--- config.mk ---
export PLATFORM = sky130hd
export DESIGN_NAME = bus_arbiter
export DESIGN_NICKNAME = d
export VERILOG_FILES = /design/src/rtl/bus_arbiter.sv
export SDC_FILE = /design/constraint.sdc
export NUM_CORES = 1
export LEC_CHECK = 0
export BUFFER_PORTS_ARGS = -buffer_cell sky130_fd_sc_hd__buf_2
export CAP_MARGIN = 15
export CORE_ASPECT_RATIO = 0.8
export CORE_MARGIN = 4
export CORE_UTILIZATION = 55
export DETAILED_ROUTE_END_ITERATION = 10
export PLACE_DENSITY = 0.83
export SYNTH_ARGS = -nofsm -noshare
export SYNTH_HDL_FRONTEND = slang
export SYNTH_SLANG_ARGS = --single-unit
export TNS_END_PERCENT = 10
--- constraint.sdc ---
create_clock -name clk -period 6.3 [get_ports clk]
set_clock_uncertainty 0.15 [all_clocks]
set_input_delay 0.63 -clock clk [delete_from_list [all_inputs] [get_ports clk]]
set_output_delay 0.63 -clock clk [all_outputs]
set_load 0.03 [all_outputs]
--- src/rtl/bus_arbiter.sv ---
// Round-robin arbiter for the shared 32-source bus: bounded tenure, registered one-hot grant,
// and a guaranteed dead cycle between successive owners.
module bus_arbiter #(
  parameter int NREQ     = 32,
  parameter int SELW     = 5,
  parameter int MAX_HOLD = 4
) (
  input  logic            clk,
  input  logic            rst_n,
  input  logic [NREQ-1:0] req,
  input  logic            owner_release,
  output logic [NREQ-1:0] grant,
  output logic [SELW-1:0] sel,
  output logic            bus_valid,
  output logic            owner_changed
);

  localparam int HOLDW = (MAX_HOLD < 2) ? 1 : $clog2(MAX_HOLD + 1);
  localparam logic [HOLDW-1:0] HOLD_LIM = HOLDW'(MAX_HOLD);

  typedef enum logic [1:0] {IDLE, OWN, TURN} state_t;

  state_t           state;
  logic [SELW-1:0]  ptr;
  logic [SELW-1:0]  owner;
  logic [SELW-1:0]  winner;
  logic [HOLDW-1:0] hold_cnt;
  logic             any_req;
  logic             hold_expired;
  logic             tenure_end;

  // First requester at or after the search start, wrapping modulo NREQ.
  function automatic logic [SELW-1:0] rr_pick(input logic [NREQ-1:0] r,
                                              input logic [SELW-1:0] start);
    logic [SELW-1:0] idx;
    logic            found;
    rr_pick = start;
    found   = 1'b0;
    for (int k = 0; k < NREQ; k++) begin
      idx = start + SELW'(k);
      if (!found && r[idx]) begin
        rr_pick = idx;
        found   = 1'b1;
      end
    end
  endfunction

  always_comb begin
    winner       = rr_pick(req, ptr);
    any_req      = |req;
    hold_expired = (MAX_HOLD != 0) && (hold_cnt == HOLD_LIM);
    tenure_end   = owner_release || !req[owner] || hold_expired;
  end

  always_ff @(posedge clk or negedge rst_n) begin
    if (!rst_n) begin
      state         <= IDLE;
      ptr           <= '0;
      owner         <= '0;
      hold_cnt      <= '0;
      grant         <= '0;
      sel           <= '0;
      bus_valid     <= 1'b0;
      owner_changed <= 1'b0;
    end else begin
      case (state)
        IDLE: begin
          owner_changed <= 1'b0;
          if (any_req) begin
            owner         <= winner;
            grant         <= NREQ'(1) << winner;
            sel           <= winner;
            bus_valid     <= 1'b1;
            owner_changed <= 1'b1;
            hold_cnt      <= HOLDW'(1);
            state         <= OWN;
          end
        end
        OWN: begin
          owner_changed <= 1'b0;
          if (tenure_end) begin
            // sel is left on the last owner so the mux does not glitch through source 0
            grant     <= '0;
            bus_valid <= 1'b0;
            ptr       <= owner + 1'b1;
            state     <= TURN;
          end else if (hold_cnt != '1) begin
            hold_cnt <= hold_cnt + 1'b1;
          end
        end
        TURN: begin
          owner_changed <= 1'b0;
          state         <= IDLE;
        end
        default: begin
          owner_changed <= 1'b0;
          state         <= IDLE;
        end
      endcase
    end
  end

endmodule

---- Word-level counts from Yosys, hierarchy flattened ----
Cells that the tools add are included.
storage, ports and cells
  register bits ........................... 49
  input port bits ......................... 35
  output and inout bits ................... 39
  logic and storage cells ................. 297
operators by class
  add/subtract/negate cells ............... 33
  order comparisons ....................... 33
  eq/ne operators ......................... 7
  shift operators ......................... 1
  muxes and demuxes ....................... 143
  reduce and logical (&&, ||, !) cells .... 73
operators with widths
  kind                                                                  number
  5-bit by 6-bit < comparator with 1-bit output, second input constant  33
  1-bit binary-select mux with 5-bit select                             33
  5-bit two-way mux                                                     31
  5-bit adder, second input constant                                    16
  1-bit two-way mux                                                     68
  32-bit two-way mux                                                    2
  32-bit one-hot mux with 2 select lines                                1
  5-bit by 4-bit adder with 5-bit output, second input constant         8
  1-bit logical NOT                                                     32
  32-bit OR reduction                                                   1
  1-bit by 5-bit << shifter with 32-bit output, first input constant    1
  1-bit logical AND                                                     31
  5-bit by 3-bit adder with 5-bit output, second input constant         4
  5-bit by 1-bit adder with 5-bit output, second input constant         2
  5-bit by 2-bit adder with 5-bit output, second input constant         2
  3-bit two-way mux                                                     3
  2-bit inequality test, second input constant                          4
  3-bit one-hot mux with 2 select lines                                 1
  2-bit AND reduction                                                   3
  2-bit two-way mux                                                     2
  2-bit one-hot mux with 2 select lines                                 1
  4-bit AND reduction                                                   1
  3-bit by 1-bit adder with 3-bit output, second input constant         1
  3-bit equality test, second input constant                            1
  7 further kinds                                                       8

---- Depth between registers and ports, before layout ----
  depth in word-level cells ............... 99
  depth in mapped cells ................... 27
  depth with buffers taken out ............ 16

---- Least setup slack after synthesis ----
Ideal clock, no wire load.
  kind .................................... register to register
  start ................................... reg ptr[1]
  end ..................................... reg grant[31]
  library setup time ...................... 121 ps
  arrival ................................. 6,139 ps
  data required time ...................... 6,029 ps
  path slack .............................. -110 ps
  cell stages (with the launch flop) ...... 27
  path buffers ............................ 10
  period minus slack after synthesis ...... 6,410 ps
  cells stage by stage .................... dfrtp_1 -> buf_6 -> buf_6 -> buf_6 -> buf_2 -> buf_2 -> inv_1 -> clkbuf_1 -> ha_1 -> buf_2 -> buf_6 -> buf_2 -> mux2_2 -> mux2_2 -> mux2_2 -> o22ai_1 -> nor2_1 -> or4b_1 -> buf_2 -> or4_1 -> o2111a_1 -> o2111ai_1 -> a21oi_1 -> o31ai_4 -> nand2b_4 -> nor3_4 -> a22o_1
on the way
  cells in the longest elaborated chain, start to end .. 99
  elaborated cells on any way between the ends .. 222
ends and longest elaborated chain
  element                                                                                          line  RTL
  from (decl)                                                                                      24    logic [SELW-1:0] ptr;
  from (signal assigned)                                                                           85    ptr <= owner + 1'b1;
  parallel branches: the longest is 95 deep, another holds 5-bit by 1-bit adder with 5-bit output  -
  5-bit two-way mux *                                                                              41    if (!found && r[idx]) begin
  1-bit by 5-bit << shifter with 32-bit output *                                                   71    grant <= NREQ'(1) << winner;
  32-bit two-way mux *                                                                             69    if (any_req) begin
  32-bit one-hot mux with 2 select lines *                                                         66    case (state)
  to (signal assigned)                                                                             71
  to (decl)                                                                                        12    output logic [NREQ-1:0] grant,
Mark *: on every way between the ends. The select of a mux whose other input is x is not followed.
A chain may end at the register's enable or synchronous reset.

---- Worst setup path after layout ----
  start ................................... reg ptr[1]
  end ..................................... reg grant[26]
The elaborated chain is that of the path after synthesis.

==> metrics.md <==
| Metric | Value |
|---|---|
| Run status | `complete, no violations` |
| Start point of the critical path | `ptr[1]` |
| Fraction of synthesis flops using an asynchronous set or reset pin | `100%` |
| Final HPWL from detailed placement | `31900 microns` |
| Synthesized area per cell | `8.58 sq um` |
| Root Buffer | `sky130_fd_sc_hd__clkbuf_16` |
| CTS Buffer Depth | `2` |
| Crit start category | `register` |
| FP Rows | `44` |
| CTS H-Tree Depth | `2` |
| Wire length per cell | `28.5 microns` |
| Final count of negative-setup-slack endpoints | `0` |
| DRC violation count after routing | `0` |
| Setup repair after global routing missed its margin | `no` |
| Final number of hold-violating endpoints | `0` |
| Top fanout value on the critical path | `32` |
| Number of distinct standard cells referenced by the synthesized netlist | `97` |
| Ports placed on the boundary | `74` |
| CTS tree | `yes` |
| Postcts setup bufs | `0` |
| Worst path max stage delay | `640 ps` |
| Initial antenna violation count | `1` |
| Final Critical Period | `6110 ps` |
| Count of buffers from port buffering | `73` |
| Die height | `129 microns` |
| Clk_lat worst skew | `300 ps` |
| Worst EP arrival | `6190 ps` |
| Maximum number of pins on one net before global-route repair | `50` |
| Worst-path clk slew | `70 ps` |
| Number of vias per cell after detailed routing | `7.83` |
| Primary FF master, synth | `sky130_fd_sc_hd__dfrtp_1` |
| Max Transition Viols Final | `0` |
| Total via count after detailed routing | `11349` |
| Area post-placement | `0.0108 sq mm` |
| Number of violations reported at the end of detailed-routing iteration 0 | `2113` |
| Share of final-layout standard cells stronger than drive strength 1 | `27.5%` |
| Die outline area | `0.0207 sq mm` |
| Share of the clock period used by the worst path after layout | `97.0%` |
| Max transition margin | `28.9%` |
| Sequential cell area fraction in the yosys report | `12.1%` |
| Number of search-and-repair iterations in the first detailed-routing pass | `6` |
| Achievable clock frequency | `0.164 GHz` |
| Finished Core Util | `60.8%` |
| Initial Utilization | `56.0%` |
| Post-cts hold buffer count | `0` |
| First-pass GRT wire length | `63100 microns` |
| Synth Instances | `1182` |
| Launch instance of the worst register-to-register path | `ptr[1]` |
| Number of synthesized flops with an enable pin | `0` |
| Via count of the first global-routing pass | `10577` |
| Area inside the core boundary | `0.0181 sq mm` |
| Number of register bits inferred by synthesis | `49` |
| Chip Width | `160 microns` |
| Most common cell on crit path | `sky130_fd_sc_hd__mux4_2` |
| Worst Setup Path Type | `reg2reg` |
| Final net count | `1270` |
| Synth warn | `0` |
| Final Wtd Congestion | `1.12` |
| Library cell contributing the largest single delay on the critical path | `sky130_fd_sc_hd__mux4_2` |
| Max-cap violations | `0` |
| Routed wire length | `41300 microns` |
| Area Overhead vs Synth | `8.60%` |
| ANT nets after route | `0` |
| Post-synthesis net count | `1233` |
| Minimum setup slack after placement | `150 ps` |
| Total overflow reported by the global router | `0` |
| Capturing element type of the critical path | `register` |
| Clk sinks | `49` |
| Count of cells resized by post-cts repair | `0` |
| Fin Setup TNS | `0 ps` |
| Total global-route track usage | `38.9%` |
| Worst-Margin Slew | `1060 ps` |
| Diodes inserted | `0` |
| Chain of cells forming the critical path | `buf_4 > mux2_2 > mux4_2 > mux4_2 > nor4_4 > nand3_2 > or3_4 > or4_1 > o2111a_1 > o2111ai_1 > a21oi_1 > o31ai_4 > nand2_2 > nor3_2 > a22o_1` |
| CTS Buf Count | `5` |
| Worst setup margin | `191 ps` |
| Worst min-delay path class | `in2async` |
| Post-Synthesis Cell Area | `0.0101 sq mm` |
| Summed area of non-filler cells in the final layout | `0.0110 sq mm` |
| Req. time, crit path | `6390 ps` |
-- critical path, delay by kind of cell (launching register included) --
kind                   cells  cell delay, ps
AO/OA/AOI/OAI              5            1180
buffers and inverters      1             470
AND/OR/NAND/NOR            6            2130
flip-flops                 1             530
multiplexers               3            1560
-- cell type report --
type | count | area [sq um]
tap | 230 | 288
fill | 1557 | 7100
clock buffer | 5 | 125
clock inverter | 3 | 26.3
timing repair buffer | 137 | 866
multi-input combinational | 1000 | 8370
sequential | 49 | 1230
inverter | 26 | 97.6
-- flip-flops by register name, indices dropped and copies added, names as in the netlist --
register / count
grant: 32
owner: 5
ptr: 5
hold_cnt: 3
state: 2
bus_valid: 1
owner_changed: 1
-- layout by cell type, fill, tap and decap left out, types with 8 or more instances in the layout --
cell,instances
sky130_fd_sc_hd__buf_4,62
sky130_fd_sc_hd__o21ai_1,15
sky130_fd_sc_hd__a211oi_1,12
sky130_fd_sc_hd__a211o_1,8
sky130_fd_sc_hd__xnor2_1,24
sky130_fd_sc_hd__a22o_1,28
sky130_fd_sc_hd__nor2b_1,12
sky130_fd_sc_hd__o211ai_1,13
sky130_fd_sc_hd__ha_1,15
sky130_fd_sc_hd__nand3_1,40
sky130_fd_sc_hd__mux2_2,60
sky130_fd_sc_hd__nor4_1,18
sky130_fd_sc_hd__o22ai_1,14
sky130_fd_sc_hd__nand4_1,14
sky130_fd_sc_hd__o21ai_0,62
sky130_fd_sc_hd__and2_1,8
sky130_fd_sc_hd__buf_2,73
sky130_fd_sc_hd__or3_1,12
sky130_fd_sc_hd__dfrtp_1,47
sky130_fd_sc_hd__nand2_1,101
sky130_fd_sc_hd__a21oi_1,51
sky130_fd_sc_hd__nand2b_1,9
sky130_fd_sc_hd__mux2i_1,87
sky130_fd_sc_hd__inv_1,21
sky130_fd_sc_hd__a221oi_1,8
sky130_fd_sc_hd__mux4_2,82
sky130_fd_sc_hd__and3_1,12
sky130_fd_sc_hd__nor2_1,82
sky130_fd_sc_hd__nor3_1,30
sky130_fd_sc_hd__a31oi_1,8
-- through the flow --
| stage | instances | hold slack, ps |
|---|---|---|
| global placement | 1441 | 330 |
| global route | 1450 | 332 |
| detailed placement | 1441 | 331 |
| CTS | 1449 | 295 |
| floorplan | 1182 | 184 |
| finish | 1450 | 272 |
-- synthesized netlist by cell type, types with 13 or more instances --
cell type	instances	area [sq um]
sky130_fd_sc_hd__o22ai_1	15	93.8
sky130_fd_sc_hd__a21oi_1	52	260
sky130_fd_sc_hd__nand4_1	14	87.6
sky130_fd_sc_hd__nor3_1	31	155
sky130_fd_sc_hd__buf_2	23	115
sky130_fd_sc_hd__inv_1	22	82.6
sky130_fd_sc_hd__o211ai_1	13	97.6
sky130_fd_sc_hd__mux2i_1	87	871
sky130_fd_sc_hd__mux2_2	60	676
sky130_fd_sc_hd__o21ai_1	15	75.1
sky130_fd_sc_hd__dfrtp_1	49	1230
sky130_fd_sc_hd__a22o_1	28	245
sky130_fd_sc_hd__nor2_1	83	312
sky130_fd_sc_hd__mux4_2	82	1850
sky130_fd_sc_hd__nor4_1	18	113
sky130_fd_sc_hd__nand2_1	101	379
sky130_fd_sc_hd__clkbuf_1	63	236
sky130_fd_sc_hd__nand3_1	40	200
sky130_fd_sc_hd__ha_1	16	200
sky130_fd_sc_hd__xnor2_1	27	236
sky130_fd_sc_hd__o21ai_0	62	310
-- cells by family after synthesis --
logic type      Yosys count  synth area share, %
mux                     232                 33.8
simple gates            387                 20.1
compound gates          333                 23.4
xor+xnor                 32                 2.77
fa+ha+maj                16                 1.98
flops                    49                 12.1
buf+inv                 133                 5.85
-- path summary, 6_finish.rpt --
check	slack, ps	cells past startpoint	end
setup / recovery	190	15	grant[26]
hold / removal	270	2	grant[20]
hold reg to reg	340	2	grant[22]
min in group clk	340	2	grant[22]
setup reg to reg	190	15	grant[26]
max in group asynchronous	5250	2	ptr[1]
-- routing by layer --
layer	global-route usage [%]	vias to the layer above	wire [microns]
met4	18.1	2	2410
met5	0	-	17
met2	55.8	1109	16400
met3	12.5	185	7010
met1	53.6	5313	15400
li1	-	4740	-
Power is left out: the tool's default activity adds up to more than one toggle a clock period on the data nets, which glitch-free logic cannot reach.
